--- src/rtl/tile_config_mem_shadowed_if.sv ---
// Column frame bus and tile configuration outputs of tile_config_mem_shadowed.
// The master side drives frames and commit requests; the slave side is the memory.
interface tile_config_mem_shadowed_if #(
    parameter int MaxFramesPerCol = 20,
    parameter int FrameBitsPerRow = 32,
    parameter int NoConfigBits    = 640
);
    localparam int SelW   = (MaxFramesPerCol > 1) ? $clog2(MaxFramesPerCol) : 1;
    localparam int CountW = $clog2(MaxFramesPerCol + 1);

    logic [FrameBitsPerRow-1:0] FrameData;
    logic [MaxFramesPerCol-1:0] FrameStrobe;
    logic                       Commit;
    logic                       CommitForce;
    logic [SelW-1:0]            ReadbackSel;
    logic [FrameBitsPerRow-1:0] ReadbackData;
    logic [NoConfigBits-1:0]    ConfigBits;
    logic [NoConfigBits-1:0]    ConfigBits_N;
    logic [CountW-1:0]          FramesWritten;
    logic                       AllWritten;
    logic                       Busy;
    logic                       CommitError;
    logic                       StrobeError;

    modport master (
        output FrameData, FrameStrobe, Commit, CommitForce, ReadbackSel,
        input  ReadbackData, ConfigBits, ConfigBits_N, FramesWritten, AllWritten,
               Busy, CommitError, StrobeError
    );

    modport slave (
        input  FrameData, FrameStrobe, Commit, CommitForce, ReadbackSel,
        output ReadbackData, ConfigBits, ConfigBits_N, FramesWritten, AllWritten,
               Busy, CommitError, StrobeError
    );
endinterface

--- src/rtl/tile_config_mem_shadowed.sv ---
// Shadowed tile configuration memory: frames land in a shadow bank and are
// copied into the active ConfigBits in one edge by a commit handshake.
module tile_config_mem_shadowed #(
    parameter int MaxFramesPerCol = 20,
    parameter int FrameBitsPerRow = 32,
    parameter int NoConfigBits    = 640,
    parameter int EmulationEn     = 0,
    parameter logic [MaxFramesPerCol*FrameBitsPerRow-1:0] Emulate_Bitstream = '0
) (
    input logic CLK,
    input logic resetn,
    tile_config_mem_shadowed_if.slave bus
);
    localparam int TotalBits    = MaxFramesPerCol * FrameBitsPerRow;
    localparam int NeededFrames = (NoConfigBits + FrameBitsPerRow - 1) / FrameBitsPerRow;
    localparam int CountW       = $clog2(MaxFramesPerCol + 1);
    localparam logic [CountW-1:0] NeededCount = CountW'(NeededFrames);
    localparam logic [NoConfigBits-1:0] ActiveReset =
        (EmulationEn != 0) ? Emulate_Bitstream[NoConfigBits-1:0] : '0;

    typedef enum logic [1:0] {IDLE = 2'd0, COPY = 2'd1, CLEAR = 2'd2} state_t;

    function automatic logic isOneHot(input logic [MaxFramesPerCol-1:0] v);
        return (v != '0) && ((v & (v - MaxFramesPerCol'(1))) == '0);
    endfunction

    function automatic logic [CountW-1:0] countNeeded(input logic [MaxFramesPerCol-1:0] mask);
        logic [CountW-1:0] n;
        n = '0;
        for (int i = 0; i < NeededFrames; i++) begin
            n = n + CountW'(mask[i]);
        end
        return n;
    endfunction

    state_t                     state_r, stateNext_s;
    logic [FrameBitsPerRow-1:0] shadow_r [MaxFramesPerCol];
    logic [MaxFramesPerCol-1:0] writtenMask_r, maskNext_s, strobeQ_r, rise_s;
    logic [TotalBits-1:0]       shadowFlat_s;
    logic [NoConfigBits-1:0]    active_r;
    logic [FrameBitsPerRow-1:0] readback_r;
    logic [CountW-1:0]          framesWritten_r;
    logic                       allWritten_r, busy_r, commitError_r, strobeError_r;
    logic                       idle_s, doCopy_s, doClear_s, commitAccept_s, commitReject_s;
    logic                       writeOk_s, multiRise_s, strobeErrSet_s;

    // FSM state register.
    always_ff @(posedge CLK or negedge resetn) begin
        if (!resetn) state_r <= IDLE;
        else         state_r <= stateNext_s;
    end

    // FSM next-state logic.
    always_comb begin
        stateNext_s = state_r;
        case (state_r)
            IDLE: begin
                if (commitAccept_s) stateNext_s = COPY;
                else                stateNext_s = IDLE;
            end
            COPY:    stateNext_s = CLEAR;
            CLEAR:   stateNext_s = IDLE;
            default: stateNext_s = IDLE;
        endcase
    end

    // FSM outputs: commit decision in IDLE, copy and clear strobes in the busy states.
    always_comb begin
        idle_s         = 1'b0;
        doCopy_s       = 1'b0;
        doClear_s      = 1'b0;
        commitAccept_s = 1'b0;
        commitReject_s = 1'b0;
        case (state_r)
            IDLE: begin
                idle_s = 1'b1;
                if (bus.Commit) begin
                    if (allWritten_r || bus.CommitForce) commitAccept_s = 1'b1;
                    else                                 commitReject_s = 1'b1;
                end else begin
                    commitAccept_s = 1'b0;
                end
            end
            COPY:    doCopy_s  = 1'b1;
            CLEAR:   doClear_s = 1'b1;
            default: idle_s    = 1'b0;
        endcase
    end

    // Strobe edge detection and frame-write qualification.
    always_comb begin
        rise_s         = bus.FrameStrobe & ~strobeQ_r;
        multiRise_s    = (rise_s != '0) && !isOneHot(rise_s);
        writeOk_s      = idle_s && isOneHot(rise_s);
        strobeErrSet_s = (rise_s != '0) && (!idle_s || multiRise_s);
        if (doClear_s)      maskNext_s = '0;
        else if (writeOk_s) maskNext_s = writtenMask_r | rise_s;
        else                maskNext_s = writtenMask_r;
    end

    // Shadow bank viewed as one flat vector in ConfigBits bit order.
    always_comb begin
        shadowFlat_s = '0;
        for (int f = 0; f < MaxFramesPerCol; f++) begin
            shadowFlat_s[f*FrameBitsPerRow +: FrameBitsPerRow] = shadow_r[f];
        end
    end

    // Shadow bank capture on a single qualified strobe rise.
    always_ff @(posedge CLK or negedge resetn) begin
        if (!resetn) begin
            for (int f = 0; f < MaxFramesPerCol; f++) shadow_r[f] <= '0;
        end else if (writeOk_s) begin
            for (int f = 0; f < MaxFramesPerCol; f++) begin
                if (rise_s[f]) shadow_r[f] <= bus.FrameData;
            end
        end
    end

    // Active bank: whole-image copy so the tile never sees a partial update.
    always_ff @(posedge CLK or negedge resetn) begin
        if (!resetn)       active_r <= ActiveReset;
        else if (doCopy_s) active_r <= shadowFlat_s[NoConfigBits-1:0];
    end

    // Registered readback of one shadow frame; out-of-range selects read zero.
    always_ff @(posedge CLK or negedge resetn) begin
        if (!resetn)                                       readback_r <= '0;
        else if (int'(bus.ReadbackSel) < MaxFramesPerCol) readback_r <= shadow_r[bus.ReadbackSel];
        else                                               readback_r <= '0;
    end

    // Write tracking, status flags and strobe history.
    always_ff @(posedge CLK or negedge resetn) begin
        if (!resetn) begin
            strobeQ_r       <= '0;
            writtenMask_r   <= '0;
            framesWritten_r <= '0;
            allWritten_r    <= 1'b0;
            busy_r          <= 1'b0;
            commitError_r   <= 1'b0;
            strobeError_r   <= 1'b0;
        end else begin
            strobeQ_r       <= bus.FrameStrobe;
            writtenMask_r   <= maskNext_s;
            framesWritten_r <= countNeeded(maskNext_s);
            allWritten_r    <= (countNeeded(maskNext_s) == NeededCount);
            busy_r          <= (stateNext_s != IDLE);
            commitError_r   <= commitReject_s;
            // A fresh error in the clearing cycle is kept rather than lost.
            if (strobeErrSet_s) strobeError_r <= 1'b1;
            else if (doClear_s) strobeError_r <= 1'b0;
        end
    end

    assign bus.ReadbackData  = readback_r;
    assign bus.ConfigBits    = active_r;
    assign bus.ConfigBits_N  = ~active_r;
    assign bus.FramesWritten = framesWritten_r;
    assign bus.AllWritten    = allWritten_r;
    assign bus.Busy          = busy_r;
    assign bus.CommitError   = commitError_r;
    assign bus.StrobeError   = strobeError_r;
endmodule

--- src/flat_wrapper.sv ---
// flat-port wrapper written by rule: the top's interface ports become plain ports
module tile_config_mem_shadowed_flat 
#(
    parameter int MaxFramesPerCol = 20,
    parameter int FrameBitsPerRow = 32,
    parameter int NoConfigBits    = 640,
    parameter int EmulationEn     = 0,
    parameter logic [MaxFramesPerCol*FrameBitsPerRow-1:0] Emulate_Bitstream = '0
)
  (CLK, resetn, bus_FrameData, bus_FrameStrobe, bus_Commit, bus_CommitForce, bus_ReadbackSel, bus_ReadbackData, bus_ConfigBits, bus_ConfigBits_N, bus_FramesWritten, bus_AllWritten, bus_Busy, bus_CommitError, bus_StrobeError);
  tile_config_mem_shadowed_if #(.MaxFramesPerCol(MaxFramesPerCol), .FrameBitsPerRow(FrameBitsPerRow), .NoConfigBits(NoConfigBits)) bus_i ();
  input logic CLK;
  input logic resetn;
  input wire logic [$bits(bus_i.FrameData)-1:0] bus_FrameData;
  input wire logic [$bits(bus_i.FrameStrobe)-1:0] bus_FrameStrobe;
  input wire logic [$bits(bus_i.Commit)-1:0] bus_Commit;
  input wire logic [$bits(bus_i.CommitForce)-1:0] bus_CommitForce;
  input wire logic [$bits(bus_i.ReadbackSel)-1:0] bus_ReadbackSel;
  output wire logic [$bits(bus_i.ReadbackData)-1:0] bus_ReadbackData;
  output wire logic [$bits(bus_i.ConfigBits)-1:0] bus_ConfigBits;
  output wire logic [$bits(bus_i.ConfigBits_N)-1:0] bus_ConfigBits_N;
  output wire logic [$bits(bus_i.FramesWritten)-1:0] bus_FramesWritten;
  output wire logic [$bits(bus_i.AllWritten)-1:0] bus_AllWritten;
  output wire logic [$bits(bus_i.Busy)-1:0] bus_Busy;
  output wire logic [$bits(bus_i.CommitError)-1:0] bus_CommitError;
  output wire logic [$bits(bus_i.StrobeError)-1:0] bus_StrobeError;
  assign bus_i.FrameData = bus_FrameData;
  assign bus_i.FrameStrobe = bus_FrameStrobe;
  assign bus_i.Commit = bus_Commit;
  assign bus_i.CommitForce = bus_CommitForce;
  assign bus_i.ReadbackSel = bus_ReadbackSel;
  assign bus_ReadbackData = bus_i.ReadbackData;
  assign bus_ConfigBits = bus_i.ConfigBits;
  assign bus_ConfigBits_N = bus_i.ConfigBits_N;
  assign bus_FramesWritten = bus_i.FramesWritten;
  assign bus_AllWritten = bus_i.AllWritten;
  assign bus_Busy = bus_i.Busy;
  assign bus_CommitError = bus_i.CommitError;
  assign bus_StrobeError = bus_i.StrobeError;
  tile_config_mem_shadowed #(.MaxFramesPerCol(MaxFramesPerCol), .FrameBitsPerRow(FrameBitsPerRow), .NoConfigBits(NoConfigBits), .EmulationEn(EmulationEn), .Emulate_Bitstream(Emulate_Bitstream)) u_core (.CLK(CLK), .resetn(resetn), .bus(bus_i));
endmodule
--- config.mk ---
export PLATFORM = sky130hd
export DESIGN_NAME = tile_config_mem_shadowed_flat
export DESIGN_NICKNAME = d
export VERILOG_FILES = /design/src/rtl/tile_config_mem_shadowed_if.sv /design/src/rtl/tile_config_mem_shadowed.sv /design/src/flat_wrapper.sv
export SDC_FILE = /design/constraint.sdc
export NUM_CORES = 2
export LEC_CHECK = 0
export CELL_PAD_IN_SITES_DETAIL_PLACEMENT = 0
export CELL_PAD_IN_SITES_GLOBAL_PLACEMENT = 2
export CORE_AREA = 2 2 539 541
export DETAILED_ROUTE_END_ITERATION = 7
export DIE_AREA = 0 0 541 543
export GPL_ROUTABILITY_DRIVEN = 0
export PLACE_DENSITY_LB_ADDON = 0.1
export SYNTH_ARGS = -nofsm -noshare
export SYNTH_HDL_FRONTEND = slang
export SYNTH_SLANG_ARGS = --single-unit
--- constraint.sdc ---
create_clock -name CLK -period 9 [get_ports CLK]
set_input_delay 1.8 -clock CLK [delete_from_list [all_inputs] [get_ports CLK]]
set_output_delay 1.8 -clock CLK [all_outputs]
set_load 0.1 [all_outputs]
# After elaboration in Yosys (flattened, before gate mapping)
# Index checks and enable logic that the tools add are counted.
dict set report op_classes {
  reduce_logical 33
  n_eq_ne 3
  bitwise_logic 6
  n_addsub 20
  n_lt_le_gt_ge 2
  n_div 0
  mul 0
  shift 0
  mux 19
}
# op count
set ops {}
lappend ops {{NOT 640 bit} 1}
lappend ops {{binary-select mux 32 bit (select 5 bit)} 1}
lappend ops {{two-way mux 32 bit} 3}
lappend ops {{adder 5 x 1 -> 5 bit} 18}
lappend ops {{bitwise AND 20 bit} 2}
lappend ops {{two-way mux 20 bit} 2}
lappend ops {{AND reduction 2 bit} 20}
lappend ops {{logical NOT 20 bit} 1}
lappend ops {{NOT 20 bit} 1}
lappend ops {{OR 20 bit} 1}
lappend ops {{nonzero test 20 bit} 1}
lappend ops {{subtractor 20 x 1 -> 20 bit, second input constant} 1}
lappend ops {{two-way mux 1 bit} 12}
lappend ops {{>= comparator 6 bit, second input constant} 1}
lappend ops {{NOT 5 -> 6 bit} 1}
lappend ops {{equality test 5 bit, second input constant} 1}
lappend ops {{less-than comparator 5 bit, second input constant} 1}
lappend ops {{logical AND 1 bit} 4}
lappend ops {{case mux 2 bit (2 select lines)} 1}
lappend ops {{nonzero test 2 bit} 2}
lappend ops {{adder 1 x 1 -> 2 bit} 1}
lappend ops {{equality test 2 x 1 -> 1 bit, second input constant} 1}
lappend ops {{equality test 2 bit, second input constant} 1}
lappend ops {{logical NOT 1 bit} 2}
lappend ops {{2 further kinds} 3}
dict set report word_totals {
  in_bits 61
  mem_count 0
  rom_bits 0
  output_inout_bits 1321
  latch_bits 0
  ramBits 0
  word_cells 113
  reg_bits 1363
}

# Depth between registers and ports, before layout
dict set report depth {
  word_depth 29
  ltp_mapped 27
  depth_no_buf 24
}

# Worst setup path after synthesis
# OpenSTA, ideal clock, no wires.
dict set report synth_path {
  path_type {in2reg}
  from {input bus_FrameStrobe[0]}
  to {register u_core.allWritten_r (netlist: u_core.bus.AllWritten)}
  path_stages 24
  n_path_buf 3
  setup_ps 72
  arrival_ps 7536
  slack_ps 1393
  t_required_ps 8928
  cell_sequence {nand2b_2 and3_1 and4b_4 maj3_1 a21oi_2 buf_8 buf_12 nor4_4 buf_4 o21a_1 ha_1 inv_1 fa_1 fa_1 fa_1 fa_1 fa_1 fa_1 fa_1 nor2b_1 o21ai_0 nand2b_1 nand4_1 nor2_1}
}
dict set report synth_between {
  elab_chain_cells 28
  word_cells_on_any_way 30
  cone_classes {add/sub: 20; eq/ne: 1; mux: 2; bitwise: 3; reduce/logical: 4}
}
# element line
set synth_rtl {}
lappend synth_rtl {{start: declaration} flat_wrapper.sv:15} ;# input wire logic [$bits(bus_i.FrameStrobe)-1:0] bus_FrameStrobe;
lappend synth_rtl {{bitwise AND 20 bit (*)} tile_config_mem_shadowed.sv:92} ;# rise_s = bus.FrameStrobe & ~strobeQ_r;
lappend synth_rtl {{subtractor 20 x 1 -> 20 bit} tile_config_mem_shadowed.sv:24} ;# return (v != '0) && ((v & (v - MaxFramesPerCol'(1))) == '0);
lappend synth_rtl {{bitwise AND 20 bit} tile_config_mem_shadowed.sv:24}
lappend synth_rtl {{logical NOT 20 bit} tile_config_mem_shadowed.sv:24}
lappend synth_rtl {{logical AND 1 bit (*)} tile_config_mem_shadowed.sv:24}
lappend synth_rtl {{logical AND 1 bit (*)} tile_config_mem_shadowed.sv:94} ;# writeOk_s = idle_s && isOneHot(rise_s);
lappend synth_rtl {{two-way mux 20 bit (*)} tile_config_mem_shadowed.sv:97} ;# else if (writeOk_s) maskNext_s = writtenMask_r | rise_s;
lappend synth_rtl {{two-way mux 20 bit (*)} tile_config_mem_shadowed.sv:96} ;# if (doClear_s) maskNext_s = '0;
lappend synth_rtl {{via u_core.maskNext_s[1]} tile_config_mem_shadowed.sv:38} ;# logic [MaxFramesPerCol-1:0] writtenMask_r, maskNext_s, strobeQ_r, rise_s;
lappend synth_rtl {{adder 1 x 1 -> 2 bit (*)} tile_config_mem_shadowed.sv:31} ;# n = n + CountW'(mask[i]);
lappend synth_rtl {{adder 5 x 1 -> 5 bit (*) (18 in a row)} tile_config_mem_shadowed.sv:31}
lappend synth_rtl {{equality test 5 bit (*)} tile_config_mem_shadowed.sv:147} ;# allWritten_r <= (countNeeded(maskNext_s) == NeededCount);
lappend synth_rtl {{end signal: assignment} tile_config_mem_shadowed.sv:147}
lappend synth_rtl {{end: declaration} tile_config_mem_shadowed.sv:43} ;# logic allWritten_r, busy_r, commitError_r, strobeError_r;
# Mark *: on every way through the listed nets, which the timed path passes. The rest lies on a longest branch.
# A chain may end at the register's enable or synchronous reset.

# Final worst setup path
dict set report layout_path {
  from {input bus_FrameStrobe[2]}
  to {register u_core.allWritten_r (netlist: u_core.bus.AllWritten)}
}
# Same word-level chain as after synthesis.

==> results summary <==
In this run the critical register-to-register path is launched from u_core.strobeQ_r[0]. The worst setup path is of the in2reg kind. The number of different library cells used by synthesis comes to 46. For this design the static power due to leakage is 0.03542 uW. The core occupancy in the finished layout came out at 28.15%. The total standard cell area after synthesis is 0.05727 mm^2.

The endpoint identified for the worst register-to-register timing path is u_core.bus.AllWritten. Cells with a size suffix above 1 make up 17.70% of the layout. The final setup violation count came out at 0. The hold-fix buffer count after cts came out at 0.

The full die area is 0.2938 mm^2. The die is 541 um wide. The post-synthesis instance total came out at 4746. The maximum buffer depth of the clock tree is 4. The number of failing hold endpoints at the final stage is 0.

TritonCTS built the clock tree. The setup slack after placement came out at 0.6506 ns. At the end of the flow, the number of nets in the layout was 6142. The largest individual stage delay along the critical path comes from the cell sky130_fd_sc_hd__fa_1. The depth of the worst hold-timing path came out at 1.

The highest achievable clock rate is 133.9 MHz. The clock slew at the register clock pins of the worst setup and hold paths came out at 0.06 ns. For the finished layout, the period the worst path requires is roughly 7.5 ns.

In the routed design, unresolved DRC markers number 0. The fill cell instance count of the final layout is 29940. Setup repair after global routing left no endpoint under its margin. The core region is 0.2874 mm^2. The top-level port count came out at 1382. The signal on the critical path passes through clkdlybuf4s50_1 > nand2b_4 > and3_1 > and4b_4 > a41o_1 > nand3_2 > buf_4 > nor4_4 > o21a_1 > ha_1 > inv_1 > fa_1 > fa_1 > fa_1 > fa_1 > fa_1 > fa_1 > fa_1 > nor2b_1 > o21ai_0 > nand2b_1 > nand4_1 > nor2_1. The setup slack of the critical path after layout is 1.532 ns. The total global routing track utilization is roughly a fifth. The worst hold path begins at u_core.writtenMask_r[18]. The portion of the post-synthesis area used by sequential elements is 59.56%. The data arrival at the endpoint of the critical path is just over 8 ns. The worst hold slack across all endpoints came out at 0.4856 ns. Across the whole layout, storage elements account for 0.03411 mm^2. The number of detailed-route iterations in the first pass is 5. After detailed routing, the average wire length per cell comes to 30.42 um. For the final routed database, the setup TNS stands at 0 ns.

Entering global routing, the biggest net connects 224 pins. The count of antenna-violating nets left after detailed routing is 0. The clock latency on the worst-skew pair is 0.88 ns. Summed over all layers, the routed wires come to 303900 um. The flow ran to the end, and the final reports show no timing, DRC or antenna violations.

The detailed placement HPWL came out at about 230000 um. The number of violations reported at the end of detailed-routing iteration 0 is 1951. The growth of design area from synthesis to finish is 41.26%. The total power divided by cell area is 330.8 mW/mm^2. The height of the chip came out at 543 um. The post-detailed-route via-to-cell ratio is 4.156.

The worst setup path is launched from a primary input. The overall overflow remaining after global route came out at 0. Of all nets on the critical path, the largest fanout is 12.

The count of input and output buffers is 1381. The portion of the clock cycle consumed by the worst path in the final layout is 82.98%. The initial antenna violation count is 23. The actual transition at the worst max-transition pin is 1.238 ns. The reg-to-reg setup timing slack came out at ~2.6 ns. The number of buffers created by CTS is 183. The placed cell area came out at 0.07476 mm^2. The final setup skew came out at about 0.061 ns. The number of synthesis warnings came out at 0. The number of sinks on the clock net is roughly 1400. The number of vias after detailed routing is 41520. The total nets after synthesis came out at 4828.

The number of global-route vias before repair is 44460. The effective utilization at floorplan came out at 19.93%. The library cell appearing most often on the critical path is sky130_fd_sc_hd__fa_1.

The final number of max-transition violations came out at 0. The peak ir drop on the vdd network came out at approximately 0.19 mV. For the worst flop-to-flop path, the logic depth is 22. The post-layout instance area came out at slightly above 0.08 mm^2. In this design, the stage delay of the slowest critical-path cell is between 0.5 and 0.6 ns. The number of setup buffers added after CTS came out at 0. The quantity of gates resized following cts came out at 0.

The maximum level of the CTS H-tree is 4. Measured against its own limit, the worst slew margin works out to around 17%. The total area of multi-input combinational cells is between 0.015 and 0.02 mm^2. The number of violations of the max-capacitance limit is 0. The root buffer cell chosen for the clock tree is sky130_fd_sc_hd__clkbuf_16. The worst-case hold path end point is u_core.writtenMask_r[18]. The first-pass GRT wire length is 411000 um. STA puts the critical path data required time at 9.76 ns. The endpoint type of the worst setup path is a register. The type of the tightest min-delay check is reg2reg.

A synthesized cell averages 12.07 um^2. The number of synthesized register bits came out at 1363. The number of rows created at floorplan is 197.
==> kinds of logic (layout without fill, tap and decap cells) <==
family	count (synthesis)	after routing	share of synthesized area, %
DFF	1363	1363	59.56
buffers and inverters	992	2449	6.969
muxes	864	864	20.24
AOI/OAI and AO/OA	752	752	6.775
and+or+nand+nor	748	748	5.724
adders and majority gates	25	25	0.6991
xor gates and xnor gates	2	2	0.03059
other	0	8	0
==> critical path: cells and delay by family <==
| family | cells | cell delay, ns |
|---|---|---|
| buf+inv | 3 | 0.88 |
| simple gates | 9 | 1.58 |
| fa+ha+maj | 8 | 3.51 |
| compound gates | 3 | 0.46 |
==> through the flow <==
step | power (uW) | instances
2_1_floorplan | 15890 | 4746
3_3_place_gp | 19430 | 9656
3_5_place_dp | 19430 | 9656
4_1_cts | 27250 | 9984
5_1_grt | 27760 | 9985
6_report | 26760 | 9992
==> power breakdown <==
| part | total (uW) | internal, uW | leakage [uW] | switching [uW] |
|---|---|---|---|---|
| clock | 7590 | 4520 | 0.00301 | 3080 |
| sequential | 7700 | 7030 | 0.0185 | 667 |
| combinational | 11500 | 2250 | 0.0139 | 9210 |
| total | 26800 | 13800 | 0.0354 | 13000 |
==> synthesized netlist by cell type (all sizes together) <==
cell	instances	area, um^2
dfrtp	1363	34110
o21ai	659	3298
inv	657	2466
nand2	645	2421
mux2	640	7350
clkbuf	241	908.4
mux4	160	3603
buf	94	616.8
mux2i	64	640.6
nor2	40	150.1
a21oi	35	178.9
o22ai	32	200.2
nand2b	22	160.1
o21a	20	150.1
nor4	18	382.9
fa	13	260.3
ha	8	100.1
nand3	6	30.03
nor2b	5	31.28
maj3	4	40.04
and3	3	18.77
nand4	2	12.51
nor3	2	10.01
xnor2	2	17.52
a21o	1	7.510
a22oi	1	7.510
a32oi	1	8.760
a41o	1	10.01
and2	1	6.260
and4	1	11.26
and4b	1	13.76
nor4b	1	23.77
o2111ai	1	8.760
o211a	1	10.01
or2	1	6.260
==> cell type report <==
class,instances,share of cell area [%]
Inverter,657,3.049
Clock inverter,48,0.7795
Antenna cell,8,0.02475
Timing Repair Buffer,1464,17.58
Multi-Input combinational cell,2391,23.77
Sequential cell,1363,42.16
Clock buffer,280,6.785
Tap cell,3781,5.848
==> flip-flops by register name, summed over array words and instances, names as in the netlist <==
register	cells
u_core.state_r	2
u_core.bus.StrobeError	1
u_core.bus.Busy	1
u_core.bus.ConfigBits	640
u_core.strobeQ_r	20
u_core.bus.ReadbackData	32
u_core.shadowFlat_s	640
u_core.bus.CommitError	1
u_core.bus.FramesWritten	5
u_core.writtenMask_r	20
u_core.bus.AllWritten	1
==> per-layer routing <==
metal	track usage [%]	part of all wire, %
met4	3.225	1.5
met5	0	0.025
met2	36.56	52
met3	6.966	7.9
met1	23.22	39
==> worst max-delay path by stage <==
stage / startpoint / endpoint / slack, ns / cells after the start
after floorplan: bus_FrameStrobe[0] / u_core.bus.AllWritten / 1.39 / 24
after global routing: bus_FrameStrobe[7] / u_core.bus.AllWritten / 1.28 / 23
after global placement: bus_FrameStrobe[2] / u_core.bus.AllWritten / 0.71 / 23
after detailed placement: bus_FrameStrobe[2] / u_core.bus.AllWritten / 0.65 / 23
final: bus_FrameStrobe[2] / u_core.bus.AllWritten / 1.53 / 23
after CTS: bus_FrameStrobe[2] / u_core.bus.AllWritten / 1.57 / 23
==> placed cells by master, fill, tap and decap left out, types with 11 or more instances in the layout <==
| cell type | count |
|---|---|
| sky130_fd_sc_hd__buf_4 | 183 |
| sky130_fd_sc_hd__mux2i_1 | 64 |
| sky130_fd_sc_hd__clkbuf_8 | 46 |
| sky130_fd_sc_hd__nor4_4 | 18 |
| sky130_fd_sc_hd__mux2_4 | 38 |
| sky130_fd_sc_hd__buf_12 | 11 |
| sky130_fd_sc_hd__mux2_2 | 363 |
| sky130_fd_sc_hd__nor2_1 | 39 |
| sky130_fd_sc_hd__bufinv_16 | 11 |
| sky130_fd_sc_hd__mux2_1 | 239 |
| sky130_fd_sc_hd__buf_2 | 22 |
| sky130_fd_sc_hd__nand2_1 | 645 |
| sky130_fd_sc_hd__o22ai_1 | 32 |
| sky130_fd_sc_hd__fa_1 | 13 |
| sky130_fd_sc_hd__dfrtp_1 | 1363 |
| sky130_fd_sc_hd__nand2b_1 | 14 |
| sky130_fd_sc_hd__clkbuf_1 | 47 |
| sky130_fd_sc_hd__clkinv_2 | 23 |
| sky130_fd_sc_hd__o21ai_0 | 659 |
| sky130_fd_sc_hd__clkdlybuf4s50_1 | 1244 |
| sky130_fd_sc_hd__o21a_1 | 20 |
| sky130_fd_sc_hd__a21oi_1 | 34 |
| sky130_fd_sc_hd__mux4_2 | 160 |
| sky130_fd_sc_hd__inv_1 | 657 |
| sky130_fd_sc_hd__clkbuf_16 | 187 |
Note: power is estimated with default switching activity, not from simulation.
